## src/rtl/mult_div_unit.sv

```systemverilog
`default_nettype none
// ----------------------------------------------------------------------------
// mult_div_unit : multicycle Booth multiply / restoring divide; MULT_DIV_UNSIGNED_EN adds op_unsigned
// Revision 1.0
// ----------------------------------------------------------------------------
module mult_div_unit #(
  parameter int WIDTH = 32
) (
  input  logic             clk,
  input  logic             reset,
  input  logic             start,
  input  logic             op,
`ifdef MULT_DIV_UNSIGNED_EN
  input  logic             op_unsigned,
`endif
  input  logic [WIDTH-1:0] a,
  input  logic [WIDTH-1:0] b,
  output logic             busy,
  output logic             done,
  output logic             div_zero,
  output logic [WIDTH-1:0] hi,
  output logic [WIDTH-1:0] lo
);
  localparam int            CW   = $clog2(WIDTH);
  localparam logic [CW-1:0] LAST = CW'(WIDTH - 1);

  typedef enum logic [1:0] {IDLE = 2'd0, MULT = 2'd1, DIV = 2'd2, FIX = 2'd3} state_t;
  state_t state, state_nxt;

  // acc carries one guard bit so Booth steps on -2^(W-1) never overflow
  logic [WIDTH:0]   acc;
  logic [WIDTH-1:0] q;
  logic             q_m1;
  logic [WIDTH-1:0] opnd;
  logic [CW-1:0]    count;
  logic             is_u, is_div, neg_q, neg_r, zero_div;

  logic             in_u, b_zero, booth_add, booth_sub;
  logic [WIDTH-1:0] abs_a, abs_b;
  logic [WIDTH:0]   ext, bsum, rem_sh, diff;

`ifdef MULT_DIV_UNSIGNED_EN
  assign in_u = op_unsigned;
`else
  assign in_u = 1'b0;
`endif

  assign b_zero = (b == '0);
  assign abs_a  = (!in_u && a[WIDTH-1]) ? -a : a;
  assign abs_b  = (!in_u && b[WIDTH-1]) ? -b : b;

  always_comb begin
    ext       = is_u ? {1'b0, opnd} : {opnd[WIDTH-1], opnd};
    booth_add = is_u ? q[0] : (!q[0] && q_m1);
    booth_sub = !is_u && q[0] && !q_m1;
    bsum      = acc;
    if (booth_add)      bsum = acc + ext;
    else if (booth_sub) bsum = acc - ext;
    rem_sh    = {acc[WIDTH-1:0], q[WIDTH-1]};
    diff      = rem_sh - {1'b0, opnd};
  end

  always_ff @(posedge clk or negedge reset) begin
    if (!reset) state <= IDLE;
    else        state <= state_nxt;
  end

  always_comb begin
    state_nxt = state;
    case (state)
      IDLE:      if (start) state_nxt = (op && b_zero) ? FIX : (op ? DIV : MULT);
      MULT, DIV: if (count == LAST) state_nxt = FIX;
      FIX:       state_nxt = IDLE;
      default:   state_nxt = IDLE;
    endcase
  end

  always_ff @(posedge clk or negedge reset) begin
    if (!reset) begin
      busy     <= 1'b0;
      done     <= 1'b0;
      div_zero <= 1'b0;
      hi       <= '0;
      lo       <= '0;
      acc      <= '0;
      q        <= '0;
      q_m1     <= 1'b0;
      opnd     <= '0;
      count    <= '0;
      is_u     <= 1'b0;
      is_div   <= 1'b0;
      neg_q    <= 1'b0;
      neg_r    <= 1'b0;
      zero_div <= 1'b0;
    end else begin
      done     <= 1'b0;
      div_zero <= 1'b0;
      case (state)
        IDLE: if (start) begin
          busy     <= 1'b1;
          count    <= '0;
          acc      <= '0;
          q_m1     <= 1'b0;
          is_u     <= in_u;
          is_div   <= op;
          zero_div <= op && b_zero;
          neg_q    <= !in_u && (a[WIDTH-1] ^ b[WIDTH-1]);
          neg_r    <= !in_u && a[WIDTH-1];
          if (op) begin
            q    <= abs_a;
            opnd <= abs_b;
          end else begin
            q    <= b;
            opnd <= a;
          end
        end
        MULT: begin
          acc   <= {(is_u ? 1'b0 : bsum[WIDTH]), bsum[WIDTH:1]};
          q     <= {bsum[0], q[WIDTH-1:1]};
          q_m1  <= q[0];
          count <= count + 1'b1;
        end
        DIV: begin
          if (!diff[WIDTH]) begin
            acc <= diff;
            q   <= {q[WIDTH-2:0], 1'b1};
          end else begin
            acc <= rem_sh;
            q   <= {q[WIDTH-2:0], 1'b0};
          end
          count <= count + 1'b1;
        end
        FIX: begin
          busy <= 1'b0;
          done <= 1'b1;
          if (zero_div) begin
            div_zero <= 1'b1;
          end else if (is_div) begin
            lo <= neg_q ? -q : q;
            hi <= neg_r ? -acc[WIDTH-1:0] : acc[WIDTH-1:0];
          end else begin
            hi <= acc[WIDTH-1:0];
            lo <= q;
          end
        end
        default: ;
      endcase
    end
  end

endmodule
`default_nettype wire

```

## config.mk

```make
export PLATFORM = sky130hd
export DESIGN_NAME = mult_div_unit
export DESIGN_NICKNAME = d
export VERILOG_FILES = /design/src/rtl/mult_div_unit.sv
export SDC_FILE = /design/constraint.sdc
export NUM_CORES = 1
export LEC_CHECK = 0
export CELL_PAD_IN_SITES_DETAIL_PLACEMENT = 1
export CELL_PAD_IN_SITES_GLOBAL_PLACEMENT = 2
export CORE_UTILIZATION = 35
export CTS_BUF_LIST = sky130_fd_sc_hd__clkbuf_16
export DETAILED_ROUTE_END_ITERATION = 12
export HOLD_SLACK_MARGIN = 0.1
export PLACE_DENSITY_LB_ADDON = 0.08
export SLEW_MARGIN = 0
export SYNTH_ARGS = -nofsm -noshare
export SYNTH_HDL_FRONTEND = slang
export SYNTH_SLANG_ARGS = --single-unit
```

## constraint.sdc

```tcl
create_clock -name clk -period 5.4 [get_ports clk]
set_input_delay 1.08 -clock clk [delete_from_list [all_inputs] [get_ports clk]]
set_output_delay 1.08 -clock clk [all_outputs]
set_load 0.1 [all_outputs]
```

==> flow_metrics.tcl, run 1 <==
set metrics [dict create \
    status "complete, no violations" \
    dpl.hpwl_mm 55.6 \
    critPathRequiredTime_ns 5.75 \
    reg2reg_slack_ns 0.83 \
    power_frac_seq 0.189 \
    p_switching_uw 7860 \
    drive_gt1_frac 0.0506 \
    cts_tree "yes" \
    ant_nets 0 \
    worst_pin_slew_ns 1.13 \
    timing.final.crit_share 0.847 \
    p_comb_frac 0.708 \
    cts_resized 0 \
    coreArea_mm2 0.0466 \
    yosysTopAreaCellShare 0.267 \
    cts_max_level 4 \
    worstPathCellList "inv_1 > ha_1 > fa_1 > nand2b_1 > a21oi_1 > o21ai_0 > buf_4 > o21ai_1 > buf_4 > o211ai_1 > a31oi_1 > o22ai_1 > nor2b_1 > o21ai_0 > nand2b_1 > ha_1 > clkinv_1 > buf_4 > nor2_1 > buf_4 > a222oi_1 > o21ai_0" \
    drtIter0Drc 1157 \
    min_path_cells 2 \
    cp-end-kind "flop" \
    synth_fp_nets 2343 \
    ys_seq_elements 176 \
    seq_area_frac_synth 0.267 \
    ys_warn_count 0 \
    cts_buffers 17 \
    cts.clk_slew.worst_paths_ns 0.07 \
    holdCritPathClass "flop to flop" \
    avgSynthCellArea_um2 7.63 \
    setup_viol 0 \
    clkPwrFrac 0.102 \
    ys.flop_type "dfrtp_1" \
    grt_max_degree 100 \
    viasPerCell 6.01 \
    intPower_uw 5640 \
    row_count 79 \
    design.die.area_mm2 0.0480 \
    grt_pass1_wl_mm 108 \
    cts-root-buf "clkbuf_16" \
    synth_area_leaders "dfrtp_1, ha_1, o21ai_0, a21oi_1, nand2_1" \
    finalHoldViolCount 0 \
    syn_inst 2164 \
    cp_max_fo 11 \
    synth_area_leader_cell "dfrtp_1" \
    die_h_um 219 \
    crit_path_max_incr_delay_ns 0.39 \
    post_dp_cell_area_mm2 0.0185 \
    swShare 0.582 \
    cts_setup_buffers 0 \
    ff2ff_path_depth 22 \
    async_reset_ff_frac 1.00 \
    r2r_start "q[31]" \
    syn2layout_area_growth_pct 15.8 \
    synthesis.area_mm2 0.0165 \
    layout_common_cells "o21ai_0, nand2_1, a21oi_1" \
    leakagePower_uw 0.00803 \
    r2r_end "acc[17]" \
    cap_viol_max_count 0 \
    holdPathEnd "lo[20]" \
    max_freq_mhz 219 \
    yosysUniqueCellTypes 76 \
    multi_input_area_mm2 0.0112 \
    critPathSlowestCell "fa_1" \
    design_area_mm2 0.0191 \
    drt-total-wl_mm 71.3 \
    peakVddDrop_mv 0.560 \
    final_nets 2399 \
    synth_edf_count 0 \
    num_vias 17100 \
    nFillCells 5620 \
    antenna_found_initial 12 \
    start_util 0.355 \
    first_pass_iters 6 \
    rsz0062_at_grt "false" \
    crit_top_cell "buf_4" \
    regArea_mm2 0.00441 \
    final_cell_count_no_fill 2844 \
    cts_sinks 176 \
    slew_viol_final 0 \
    worstPathArrival_ns 4.92 \
    fin_setup_tns_ns 0 \
    die_x_um 219 \
    grt_pass1_vias 17300 \
    holdCritStartpoint "lo[20]" \
    skew_ns 0.0130 \
    drc_errors 0 \
    wire_per_inst_um 25.1 \
    slew_headroom 0.245 \
    powerDensity_mw_per_mm2 706 \
    critPathLaunchType "flop" \
    worstSkewPairLatency_ns 0.49 \
    grt_usage 0.298 \
    portBuffers 134 \
    ios 135 \
    gp_congestion 0.916 \
    crit_type "flop to flop" \
    postCtsHoldBufs 0 \
    placed_cells 2808 \
    min_period_ns 4.57 \
    cts_max_path_buffers 2 \
    gr-total-overflow 0 \
    utilization 0.411 \
    layout_commonest_cell "o21ai_0" \
]
## worst max path at each step
stage / from / to / slack, ns
final: q[31] / acc[17] / 0.83
after global routing: q[31] / acc[17] / 0.44
after CTS: q[31] / acc[17] / 0.84
after detailed placement: q[31] / acc[17] / 0.90
after global placement: b[0] / opnd[29] / 1.07
after floorplan: acc[4] / acc[1] / 1.56
## sequential cells by signal, summed over array words and instances (netlist names)
signal	cells
busy	1
count	5
lo	32
div_zero	1
state	2
neg_r	1
hi	32
acc	33
neg_q	1
opnd	32
q	32
done	1
zero_div	1
is_div	1
q_m1	1
## critical path: cells and delay by family, from the launching register on
kind | cells | cell delay [ns]
AOI/OAI and AO/OA | 9 | 1.63
DFF | 1 | 0.38
and+or+nand+nor | 4 | 0.50
adders and majority gates | 3 | 0.89
buffers and inverters | 6 | 1.02
## layout make-up
type / count / area share
Antenna cell: 4 / 0.000524
Clock buffer: 17 / 0.0223
Clock inverter: 15 / 0.0105
Inverter: 93 / 0.0183
Multi-Input combinational cell: 1743 / 0.586
Sequential cell: 176 / 0.230
Tap cell: 607 / 0.0397
Timing Repair Buffer: 189 / 0.0924
## cells by family after synthesis
| kind of cell | Yosys count | synth area share |
|---|---|---|
| AOI/OAI and AO/OA | 812 | 0.311 |
| and+or+nand+nor | 619 | 0.172 |
| buffers and inverters | 245 | 0.0559 |
| DFF | 176 | 0.267 |
| xor gates and xnor gates | 174 | 0.0923 |
| adders and majority gates | 111 | 0.0855 |
| muxes | 27 | 0.0167 |
## per-stage QoR
step	hold slack, ns	power, µW	setup slack (ns)
floorplan	0.455	9010	1.56
finish	0.482	13500	0.828
global placement	0.459	11900	1.07
CTS	0.487	13500	0.838
detailed placement	0.471	12000	0.899
global route	0.497	14400	0.439
## per-layer routing
| metal | vias to the layer above | part of all wire | global-route usage |
|---|---|---|---|
| met5 | - | 0.0014 | 0 |
| met4 | 16 | 0.034 | 0.114 |
| met3 | 134 | 0.047 | 0.0532 |
| met2 | 428 | 0.47 | 0.486 |
| met1 | 8584 | 0.45 | 0.391 |
| li1 | 7943 | - | - |
## power by group through the flow
stage,registers (µW),logic (µW),clock network (µW)
final,2560,9560,1380
after global routing,2630,10300,1460
after CTS,2550,9500,1420
after detailed placement,2580,9460,0
after global placement,2540,9360,0
after floorplan,3670,5340,0
## synth_stat cells (all sizes together) (14+ instances only)
master    n
a211o    14
a211oi   19
a21o     27
a21oi   219
a221o    21
a22oi    18
a31oi    27
and3     14
clkbuf  139
dfrtp   176
ha      108
inv      88
mux2i    23
nand2   229
nand2b   24
nand3    15
nor2    180
nor2b    18
nor3     39
nor4     23
o211ai   16
o21ai   251
o21bai   20
o221ai   14
o22ai    27
o31ai    33
o41ai    16
or3      16
or4      24
xnor2    96
xor2     78
No activity file was read; power rests on OpenSTA's default activity.
==> run 2: changes to the inputs <==
Clock period 5.4 ns to 4.6 ns, I/O delays scaled along.
==> flow_metrics.tcl, run 2 (same netlist as run 1, synthesis figures left out) <==
set metrics [dict create \
    status "complete, no violations" \
    die_h_um 219 \
    largest_register_ffs 33 \
    peakVddDrop_mv 0.549 \
    p_switching_uw 9290 \
    slew_viol_final 0 \
    max_freq_mhz 237 \
    row_count 79 \
    slew_headroom 0.210 \
    viasPerCell 5.97 \
    gp_congestion 0.933 \
    ios 135 \
    gr-total-overflow 0 \
    grt_max_degree 91 \
    drc_errors 0 \
    intPower_uw 6670 \
    place_worst_setup_slack_ns 0.0879 \
    total_power_uw 16000 \
    die_x_um 219 \
    drtIter0Drc 1253 \
    finalHoldViolCount 0 \
    start_util 0.355 \
    cts_sinks 176 \
    coreArea_mm2 0.0466 \
    worst_pin_slew_ns 1.18 \
    wire_per_inst_um 25.2 \
    utilization 0.414 \
    worstSkewPairLatency_ns 0.50 \
    fin_setup_tns_ns 0 \
    first_pass_iters 5 \
    postCtsHoldBufs 0 \
    layout_common_cells "o21ai_0, nand2_1, a21oi_1" \
    cts_resized 0 \
    met3WireLength_mm 3.54 \
    highest_layer "met5" \
    cp_max_fo 16 \
    wl_met2_mm 34.3 \
    drt-total-wl_mm 72.5 \
    powerDensity_mw_per_mm2 827 \
    swShare 0.582 \
    worstPathArrival_ns 4.59 \
    power_frac_seq 0.183 \
    num_vias 17100 \
    timing.final.crit_share 0.917 \
    setup_viol 0 \
    dpl.hpwl_mm 55.8 \
    cts_buffers 17 \
    leakagePower_uw 0.00813 \
    cap_viol_max_count 0 \
    drive_gt1_frac 0.0629 \
    cts_max_level 4 \
    cts.clk_slew.worst_paths_ns 0.08 \
    crit_type "flop to flop" \
    grt_pass1_wl_mm 110 \
    p_comb_frac 0.719 \
    wl_met1_mm 32.2 \
    grt_pass1_vias 17500 \
    cts_tree "yes" \
    grt_usage 0.307 \
    critPathLaunchType "flop" \
    cp-end-kind "flop" \
    ant_nets 0 \
    nFillCells 5707 \
    cts_setup_buffers 0 \
    layout_setup_ws_ns 0.384 \
    holdCritPathClass "flop to flop" \
    design.die.area_mm2 0.0480 \
    cts_max_path_buffers 2 \
    portBuffers 134 \
    cts-root-buf "clkbuf_16" \
    final_nets 2425 \
    clkPwrFrac 0.098 \
    placed_cells 2834 \
    final_cell_count_no_fill 2872 \
    syn2layout_area_growth_pct 16.9 \
    rsz0062_at_grt "false" \
    min_period_ns 4.22 \
    antenna_found_initial 14 \
    layout_commonest_cell "o21ai_0" \
    critPathRequiredTime_ns 4.97 \
    regMostFlops "acc" \
    skew_ns 0.0105 \
]
## run 2: changes by cell type in the layout (fill, tap and decap cells not counted), sizes merged
cell      previous run  this run
buf                 56        82
inv                 97        92
clkinv               8        11
clkinvlp             0         2
diode                4         6
## run 2: power groups by stage
stage	logic [µW]	clock network, µW	registers [µW]
after floorplan	6260	0	4310
after global placement	11200	0	2910
after detailed placement	11300	0	2940
after CTS	11400	1620	2920
after global routing	12400	1670	3000
final	11500	1570	2920
## run 2: worst max-delay path: stages, from the launching register on
cell      delay (ns)
dfrtp_1         0.38
inv_1           0.09
ha_1            0.24
fa_1            0.39
nand2b_1        0.21
a21oi_2         0.21
o21ai_0         0.11
buf_4           0.16
o21ai_2         0.18
o211ai_1        0.18
a31oi_2         0.28
o22ai_1         0.15
nor2b_1         0.13
o21ai_0         0.08
nand2b_1        0.09
ha_2            0.33
clkinv_1        0.09
buf_4           0.25
a211oi_1        0.09
a21o_1          0.16
a22oi_1         0.18
o21ai_0         0.10
## run 2: final cells by class
class / count / area, µm² / area share
well taps: 607 / 759 / 0.0394
multi-input cells: 1743 / 11200 / 0.581
repair buffers: 215 / 1960 / 0.102
flip-flops and latches: 176 / 4410 / 0.228
clock inverters: 15 / 166 / 0.00863
inverters: 93 / 349 / 0.0181
diodes: 6 / 15.0 / 0.000778
clock buffers: 17 / 425 / 0.0221
## run 2: path summary, 6_finish.rpt
path,from,depth (start not counted),to,slack [ns]
max reg2reg,q[31],21,acc[4],0.38
min in group asynchronous,reset,1,acc[25],0.50
min reg2reg,lo[3],2,lo[3],0.48
max,q[31],21,acc[4],0.38
max in group asynchronous,reset,2,opnd[12],3.08
min,lo[3],2,lo[3],0.48
## run 2: metrics by stage
step | cell area, µm² | hold WS [ns]
final | 19300 | 0.485
after global routing | 19300 | 0.506
after CTS | 19300 | 0.490
after detailed placement | 18700 | 0.473
after global placement | 18700 | 0.460
after floorplan | 16500 | 0.455
## run 2: per-layer routing
metal	global-route usage	up-vias
met1	0.400	8608
li1	-	7989
met3	0.0579	111
met4	0.103	18
met2	0.508	409
met5	0	-
